[src/rtl/fault_filter_pkg.sv]
// Shared definitions for the fault debounce array: per-channel FSM encoding
// and the helper that sizes the shared qualification counter.
package fault_filter_pkg;

  typedef enum logic [1:0] {
    IDLE     = 2'd0,
    QUAL_ON  = 2'd1,
    ACTIVE   = 2'd2,
    QUAL_OFF = 2'd3
  } fsm_state_e;

  function automatic int clog2(input int value);
    int r;
    int v;
    r = 0;
    v = value - 1;
    while (v > 0) begin
      r++;
      v = v >> 1;
    end
    return r;
  endfunction

  // Counter only has to reach max(assert, deassert) - 1; keep at least 1 bit.
  function automatic int cnt_width(input int a, input int d);
    int m;
    int w;
    m = (a > d) ? a : d;
    w = clog2(m);
    return (w < 1) ? 1 : w;
  endfunction

endpackage

[src/rtl/fault_debounce_array_glitch_channel.sv]
// One debounce channel: optional synchroniser, hysteresis FSM with a shared
// qualification counter, registered filtered level and a rise strobe.
module glitch_channel
  import fault_filter_pkg::*;
#(
  parameter int SYNC_STAGES  = 2,
  parameter int ASSERT_CNT   = 8,
  parameter int DEASSERT_CNT = 4
) (
  input  logic       clk_i,
  input  logic       rst_ni,
  input  logic       noisy_i,
  output logic       fault_o,
  output logic       rise_o,
  output fsm_state_e state_o
);

  localparam int CW = cnt_width(ASSERT_CNT, DEASSERT_CNT);

  logic       s;
  fsm_state_e state_q, state_d;
  logic [CW-1:0] cnt_q, cnt_d;

  generate
    if (SYNC_STAGES == 0) begin : g_nosync
      assign s = noisy_i;
    end else begin : g_sync
      logic [SYNC_STAGES-1:0] sync_q;
      always_ff @(posedge clk_i) begin
        if (!rst_ni) begin
          sync_q <= '0;
        end else begin
          sync_q[0] <= noisy_i;
          for (int i = 1; i < SYNC_STAGES; i++) begin
            sync_q[i] <= sync_q[i-1];
          end
        end
      end
      assign s = sync_q[SYNC_STAGES-1];
    end
  endgenerate

  always_ff @(posedge clk_i) begin
    if (!rst_ni) begin
      state_q <= IDLE;
      cnt_q   <= '0;
    end else begin
      state_q <= state_d;
      cnt_q   <= cnt_d;
    end
  end

  always_comb begin
    state_d = state_q;
    cnt_d   = cnt_q;
    case (state_q)
      IDLE: begin
        if (s) begin
          if (ASSERT_CNT == 1) begin
            state_d = ACTIVE;
            cnt_d   = '0;
          end else begin
            state_d = QUAL_ON;
            cnt_d   = CW'(1);
          end
        end
      end
      QUAL_ON: begin
        if (!s) begin
          state_d = IDLE;
          cnt_d   = '0;
        end else if (cnt_q == CW'(ASSERT_CNT - 1)) begin
          state_d = ACTIVE;
          cnt_d   = '0;
        end else begin
          cnt_d = cnt_q + CW'(1);
        end
      end
      ACTIVE: begin
        if (!s) begin
          if (DEASSERT_CNT == 1) begin
            state_d = IDLE;
            cnt_d   = '0;
          end else begin
            state_d = QUAL_OFF;
            cnt_d   = CW'(1);
          end
        end
      end
      default: begin
        if (s) begin
          state_d = ACTIVE;
          cnt_d   = '0;
        end else if (cnt_q == CW'(DEASSERT_CNT - 1)) begin
          state_d = IDLE;
          cnt_d   = '0;
        end else begin
          cnt_d = cnt_q + CW'(1);
        end
      end
    endcase
  end

  // rise_o is high in the cycle before the edge where fault_o goes high, so the
  // top-level sticky/event logic updates on that same edge.
  always_comb begin
    fault_o = (state_q == ACTIVE) || (state_q == QUAL_OFF);
    rise_o  = !fault_o && (state_d == ACTIVE);
    state_o = state_q;
  end

endmodule

[src/rtl/fault_debounce_array.sv]
// Multi-channel fault debouncer: per-channel filters plus sticky latches,
// a registered any-fault summary and a saturating rising-edge event counter.
module fault_debounce_array
  import fault_filter_pkg::*;
#(
  parameter int CHANNELS     = 4,
  parameter int SYNC_STAGES  = 2,
  parameter int ASSERT_CNT   = 8,
  parameter int DEASSERT_CNT = 4,
  parameter int EVT_W        = 8
) (
  input  logic                  clk,
  input  logic                  reset,
  input  logic [CHANNELS-1:0]   noisy_in,
  input  logic                  fault_clr,
  output logic [CHANNELS-1:0]   true_fault,
  output logic [CHANNELS-1:0]   fault_sticky,
  output logic                  any_fault,
  output logic [EVT_W-1:0]      event_count,
  output logic [2*CHANNELS-1:0] dbg_state_o
);

  localparam int PW = 6;
  localparam logic [EVT_W-1:0] EVT_MAX = '1;

  logic [CHANNELS-1:0] rise;
  logic [CHANNELS-1:0] sticky_q, sticky_d;
  logic                any_q;
  logic [EVT_W-1:0]    evt_q, evt_d;
  logic [PW-1:0]       rise_cnt;
  logic [EVT_W+PW-1:0] evt_sum;

  for (genvar g = 0; g < CHANNELS; g++) begin : g_ch
    fsm_state_e ch_state;
    glitch_channel #(
      .SYNC_STAGES (SYNC_STAGES),
      .ASSERT_CNT  (ASSERT_CNT),
      .DEASSERT_CNT(DEASSERT_CNT)
    ) u_ch (
      .clk_i  (clk),
      .rst_ni (reset),
      .noisy_i(noisy_in[g]),
      .fault_o(true_fault[g]),
      .rise_o (rise[g]),
      .state_o(ch_state)
    );
    assign dbg_state_o[2*g +: 2] = ch_state;
  end

  always_comb begin
    rise_cnt = '0;
    for (int i = 0; i < CHANNELS; i++) begin
      rise_cnt = rise_cnt + PW'(rise[i]);
    end
  end

  // Clear first, then OR in rises so a same-edge rise beats fault_clr.
  always_comb begin
    sticky_d = (fault_clr ? '0 : sticky_q) | rise;
    evt_sum  = {{PW{1'b0}}, evt_q} + {{EVT_W{1'b0}}, rise_cnt};
    evt_d    = (evt_sum > {{PW{1'b0}}, EVT_MAX}) ? EVT_MAX : evt_sum[EVT_W-1:0];
  end

  always_ff @(posedge clk) begin
    if (!reset) begin
      sticky_q <= '0;
      any_q    <= 1'b0;
      evt_q    <= '0;
    end else begin
      sticky_q <= sticky_d;
      any_q    <= |true_fault;
      evt_q    <= evt_d;
    end
  end

  assign fault_sticky = sticky_q;
  assign any_fault    = any_q;
  assign event_count  = evt_q;

endmodule

[config.mk]
export PLATFORM = sky130hd
export DESIGN_NAME = fault_debounce_array
export DESIGN_NICKNAME = d
export VERILOG_FILES = /design/src/rtl/fault_filter_pkg.sv /design/src/rtl/fault_debounce_array_glitch_channel.sv /design/src/rtl/fault_debounce_array.sv
export SDC_FILE = /design/constraint.sdc
export NUM_CORES = 1
export LEC_CHECK = 0
export CAP_MARGIN = 10
export CORE_AREA = 2 2 69 71
export DETAILED_ROUTE_END_ITERATION = 10
export DIE_AREA = 0 0 71 73
export MAX_ROUTING_LAYER = met4
export PLACE_DENSITY = 0.72
export SYNTH_ARGS = -nofsm -noshare
export SYNTH_HDL_FRONTEND = slang
export SYNTH_SLANG_ARGS = --single-unit
[constraint.sdc]
create_clock -name clk -period 3.75 [get_ports clk]
set_input_delay 0.75 -clock clk [delete_from_list [all_inputs] [get_ports clk]]
set_output_delay 0.75 -clock clk [all_outputs]
set_load 0.02 [all_outputs]
Word level (Yosys, flattened, before mapping)

Cells that the tools add are included.

Register bits: 41
Bits of input ports: 7
Output and inout port bits: 25

Add/subtract/negate cells: 8
$lt $le $gt $ge: 1
Equal/unequal tests: 32
Muxes and demuxes: 58
Bitwise logic cells: 1
Reduce and logical (&&, ||, !) cells: 21

Operators with widths:

| kind                  | count |
|---|---|
| $mux W3               | 24 |
| $mux W2               | 24 |
| $pmux W3 S3           | 4 |
| $eq A2 B2 Y1 const B  | 12 |
| $pmux W2 S3           | 4 |
| $add A3 B1 Y3 const B | 4 |
| $eq A3 B2 Y1 const B  | 4 |
| $eq A3 B3 Y1 const B  | 4 |
| $add A8 B4 Y9         | 1 |
| $gt A9 B8 Y1 const B  | 1 |
| $eq A2 B1 Y1 const B  | 4 |
| $logic_not A2 Y1      | 4 |
| $mux W8               | 1 |
| $ne A2 B1 Y1 const B  | 4 |
| $ne A2 B2 Y1 const B  | 4 |
| $reduce_and A2 Y1     | 4 |
| $add A3 B1 Y4         | 1 |
| $logic_and A1 B1 Y1   | 4 |
| $logic_not A1 Y1      | 4 |
| $logic_or A1 B1 Y1    | 4 |
| $mux W4               | 1 |
| $or A4 B4 Y4          | 1 |
| $reduce_or A4 Y1      | 1 |
| $add A2 B1 Y3         | 1 |
| $add A1 B1 Y2         | 1 |

Depth between registers and ports, before layout

Depth in word-level cells: 12
Depth in mapped cells: 10

By module

From an unflattened synthesis, not the netlist that was laid out.

Cells, all modules: 204
Area, all modules: 2,167.1 um2

Modules (own cells, without submodules):

| module                             | instances | cells an instance | area an instance (um2) | sequential area each (um2) |
|---|---|---|---|---|
| glitch_channel at g_ch[0].u_ch ... | 3         | 36                | 390.4                  | 140.1 |
| fault_debounce_array               | 1         | 55                | 615.6                  | 260.2 |
| glitch_channel at g_ch[3].u_ch     | 1         | 41                | 380.4                  | 140.1 |

Least setup slack after synthesis

No wires, ideal clock.

Path type: flip-flop to flip-flop
Start: reg g_ch[0].u_ch.state_q[0]
End: reg evt_q[7], in the netlist event_count[7]
Library setup time: 0.122 ns
Arrival time: 2.809 ns
Path slack: 0.820 ns
Stages on the path, launching flop included: 10
Path buffers: 1
Period minus slack after synthesis: 2.930 ns
Cell sequence: dfxtp_1 -> clkbuf_1 -> nand4b_1 -> fa_1 -> inv_1 -> fa_1 -> fa_1 -> nand2_1 -> nand4_1 -> o311a_1

Word-level cells in the longest chain between the ends: 11
Elaborated cells between the ends (all ways): 21

RTL lines:

| what                              | line                                                                                 | text |
|---|---|---|
| start: declaration                | fault_debounce_array_glitch_channel.sv:21                                            | `fsm_state_e state_q, state_d;` |
| start signal: assignment          | fault_debounce_array_glitch_channel.sv:48                                            | `state_q <= state_d;` |
| $mux W2, on equally long branches | fault_debounce_array_glitch_channel.sv:94, fault_debounce_array_glitch_channel.sv:72 |  |
| $mux W2, on equally long branches | fault_debounce_array_glitch_channel.sv:91, fault_debounce_array_glitch_channel.sv:69 |  |
| $pmux W2 S3                       | fault_debounce_array_glitch_channel.sv:56                                            | `case (state_q)` |
| $eq A2 B2 Y1                      | fault_debounce_array_glitch_channel.sv:108                                           | `rise_o = !fault_o && (state_d == ACTIVE);` |
| $logic_and A1 B1 Y1 *             | fault_debounce_array_glitch_channel.sv:108                                           |  |
| $add A1 B1 Y2 *                   | fault_debounce_array.sv:53                                                           | `rise_cnt = rise_cnt + PW'(rise[i]);` |
| $add A2 B1 Y3 *                   | fault_debounce_array.sv:53                                                           |  |
| $add A3 B1 Y4 *                   | fault_debounce_array.sv:53                                                           |  |
| $add A8 B4 Y9 *                   | fault_debounce_array.sv:60                                                           | `evt_sum = {{PW{1'b0}}, evt_q} + {{EVT_W{1'b0}}, rise_cnt};` |
| $gt A9 B8 Y1                      | fault_debounce_array.sv:61                                                           | `evt_d = (evt_sum > {{PW{1'b0}}, EVT_MAX}) ? EVT_MAX : evt_sum[EVT_W-1:0];` |
| $mux W8 *                         | fault_debounce_array.sv:61                                                           |  |
| end signal: assignment            | fault_debounce_array.sv:72                                                           | `evt_q <= evt_d;` |
| end: declaration                  | fault_debounce_array.sv:29                                                           | `logic [EVT_W-1:0] evt_q, evt_d;` |

Mark *: on every way between the ends. The rest lies on a longest branch, timed or not.
A chain may end at the register's enable or synchronous reset.

Worst setup path in the final report

Start: reg g_ch[0].u_ch.cnt_q[0]
End: reg evt_q[7], in the netlist event_count[7]

Word-level cells in the longest chain between the ends: 12
Elaborated cells between the ends (all ways): 15

RTL lines:

| what                                                | line                                                                                 | text |
|---|---|---|
| start: declaration                                  | fault_debounce_array_glitch_channel.sv:22                                            | `logic [CW-1:0] cnt_q, cnt_d;` |
| start signal: assignment                            | fault_debounce_array_glitch_channel.sv:49                                            | `cnt_q <= cnt_d;` |
| $eq A3 B2 Y1 / $eq A3 B3 Y1 (equally long branches) | fault_debounce_array_glitch_channel.sv:94, fault_debounce_array_glitch_channel.sv:72 |  |
| $mux W2, on equally long branches                   | fault_debounce_array_glitch_channel.sv:94, fault_debounce_array_glitch_channel.sv:72 |  |
| $mux W2, on equally long branches                   | fault_debounce_array_glitch_channel.sv:91, fault_debounce_array_glitch_channel.sv:69 |  |
| $pmux W2 S3 *                                       | fault_debounce_array_glitch_channel.sv:56                                            |  |
| $eq A2 B2 Y1 *                                      | fault_debounce_array_glitch_channel.sv:108                                           |  |
| $logic_and A1 B1 Y1 *                               | fault_debounce_array_glitch_channel.sv:108                                           |  |
| $add A1 B1 Y2 *                                     | fault_debounce_array.sv:53                                                           |  |
| $add A2 B1 Y3 *                                     | fault_debounce_array.sv:53                                                           |  |
| $add A3 B1 Y4 *                                     | fault_debounce_array.sv:53                                                           |  |
| $add A8 B4 Y9 *                                     | fault_debounce_array.sv:60                                                           |  |
| $gt A9 B8 Y1                                        | fault_debounce_array.sv:61                                                           |  |
| $mux W8 *                                           | fault_debounce_array.sv:61                                                           |  |

Marked as above.

==> results.md <==
* Slew HR at 44.6%
* Mapped Cells at 224
* Minimum clock period at 3.10 ns
* Worst Hold Path EP: g_ch[0].u_ch.g_sync.sync_q[1]
* Simple-gate share of the synthesized area at 19.4%
* GP Congestion at 0.739
* Crit path launch type: flop
* R2R cell count at 10
* Post-route ant nets at 0
* Most common cell after layout, fill and taps aside: dfxtp_1
* DRT iter0 DRCs at 62
* Slew @ Worst Pin at 0.828 ns
* Routed length per placed instance at 12.7 um
* Clock root buffer: clkbuf_8
* RSZ-0062 raised after global routing: no
* Final period util at 82.6%
* Status: finished clean
* Max Root-Sink Buffers at 2
* Area share of the largest cell type after synthesis at 38.1%
* Final #Nets at 271
* Top post-synthesis cells by area: dfxtp_1, ha_1, o21a_1
* Critical R2R Launch: g_ch[0].u_ch.cnt_q[0]
* Critical-path cell list: ha_1 -> ha_1 -> nand4b_1 -> fa_1 -> inv_1 -> fa_1 -> fa_1 -> nand2_1 -> nand4_1 -> o311a_1
* Synth Cell Area at 2160 um2
* PD cells at 357 nW/um2
* Max Fclk at 323 MHz
* Area Overhead vs Synth at 19.3%
* GRT Overall Usage at 16.9%
* Vias at 1,607
* TritonCTS clock tree: yes
* Sequential share of the synthesized area at 38.1%
* Top_reg_cell synth: dfxtp_1
* Post-synthesis mux area share at 0.464%
* Initial Util at 47.6%
* IO buf count at 31
* Worst Skew at 0.00668 ns
* Crit-path max cell delay at 0.55 ns
* Detailed Route WL at 3810 um
* Setup Buffers After CTS at 0
* Post-synth EDFFs at 0
* Critical path class: reg2reg
* Post-Synth XOR/XNOR Area at 2.03%
* Peak supply drop at 0.000251 V
* Die extent in x at 71 um
* Power Total at 0.919 mW
* CTS sink cnt at 41
* Post-synth cell types at 49
* Core footprint at 4540 um2
* Detailed Place HPWL at 2700 um
* Mapped Avg Cell Area at 9.63 um2
* CTS resizes at 0
* Post-synth ARST share at 0%
* R2r endpoint: event_count[7]
* Fin. max-slew vios at 0
* Vias in the first global route at 1,454
* Post-synthesis net count at 251
* Row cnt at 25
* FF+latch count, synth at 41
* Share of cells above drive strength 1 at 4.90%
* Worst endpoint required time at 3.94 ns
* CTS Buf Count at 5
* Critical path peak fanout at 6
* Initial antenna violation count at 0
* N_diodes at 0
* Synth warnings at 0
* Vias/cell at 5.37
* Final core occ at 56.7%
* Grt ovf at 0
* Worst Setup SP: g_ch[0].u_ch.cnt_q[0]
* Internal reg-to-reg setup slack at 0.65 ns
* Fill count at 410
* Yosys top cell by area: dfxtp_1
* Type of the worst min-delay path: reg2reg
* DRC Markers at 0
* Largest net degree at the start of global routing at 27
* Die Ht at 73 um
* Setup WS post-layout at 0.652 ns
* Router iterations before antenna repair at 4
* Static leakage at 1.10 nW
* H-tree depth at 2
* Cell mode on critical path: fa_1
* Most frequent cells in the layout: dfxtp_1, clkdlybuf4s50_1, ha_1
* Hold-fix buffers, CTS at 0
* Min-delay src: g_ch[0].u_ch.g_sync.sync_q[0]
* Hold Fails Final Rpt at 0
* Crit end category: flop
* Final TNS setup at 0 ns
* Adder-cell share of the synthesized area at 12.6%
* Ports at 32
* Largest family of logic cells by synthesized area: compound AO/OA/AOI/OAI gates
* Global-route wire length before repair at 6680 um
* Max Cap Violations at 0
* Dpl ws at 0.633 ns
* Critical-path top delay cell: fa_1
* Setup Viol. Count Final at 0
* Clk_lat worst skew at 0.30 ns
* Compound-Gate Fraction of Synth Area at 20.0%
* Clk pin slew, worst setup/hold paths at 0.08 ns
* Critical Path AT at 3.29 ns
* WHS Path Cells at 1
* Die Area at 5180 um2
-- routing by layer --
metal	routed length, um	up-vias	global-route usage, %
met5	0	-	-
met4	87	0	7.13
met3	161	9	5.39
met2	1720	26	24.5
met1	1840	754	21.8
li1	-	818	-
-- stage by stage --
stage | std cells | cell area (um2) | hold slack [ns]
floorplan | 224 | 2160 | 0.412
global placement | 291 | 2430 | 0.415
detailed placement | 291 | 2430 | 0.420
CTS | 299 | 2570 | 0.442
global route | 299 | 2570 | 0.453
finish | 299 | 2570 | 0.438
-- how the worst max path moves through the flow --
stage,depth (start not counted),end
finish,10,event_count[7]
global route,10,event_count[7]
CTS,10,event_count[7]
detailed placement,10,event_count[7]
global placement,10,event_count[7]
floorplan,9,event_count[7]
-- worst max-delay path, delay by kind of cell (launching register included) --
family / cells / cell delay (ns)
and+or+nand+nor: 3 / 0.37
AOI/OAI and AO/OA: 1 / 0.29
buffers and inverters: 1 / 0.05
adders and majority gates: 5 / 1.91
DFF: 1 / 0.35
-- state kept, by name (all words and copies together), names as in the netlist --
register,flops
g_ch.u_ch.cnt_q,12
g_ch.u_ch.state_o,8
event_count,8
fault_sticky,4
any_fault,1
g_ch.u_ch.g_sync.sync_q,8
-- cells in the mapped netlist (5+ instances only) --
master     n
a21boi_1   8
a21oi_1    8
and2_1     8
and3_1     5
buf_4      7
clkbuf_1   9
dfxtp_1   41
ha_1      17
inv_1     14
nor2_1     7
nor2b_1   10
nor3b_1   10
o21a_1    14
o21ai_0    5
-- logic make-up (layout without fill, tap and decap cells) --
kind of cell / count (synthesis) / in the layout
and+or+nand+nor: 64 / 64
AOI/OAI and AO/OA: 60 / 60
DFF: 41 / 41
buffers and inverters: 33 / 54
adders and majority gates: 20 / 20
xor gates and xnor gates: 5 / 5
muxes: 1 / 1
-- final cells by class --
type                            count  area [um2]  area share, %
Clock inverter                      3        68.8           2.68
Multi-Input combinational cell    150        1180           45.7
Tap cell                           54        67.6           2.63
Inverter                           14        52.6           2.04
Sequential cell                    41         821           31.9
Clock buffer                        5        68.8           2.68
Timing Repair Buffer               32         318           12.4
-- report_power, final --
group	total, mW	internal (mW)	switching [mW]
registers	0.454	0.444	0.00987
clock network	0.428	0.268	0.161
logic	0.0367	0.0201	0.0165
(Power assumes the default switching activity.)
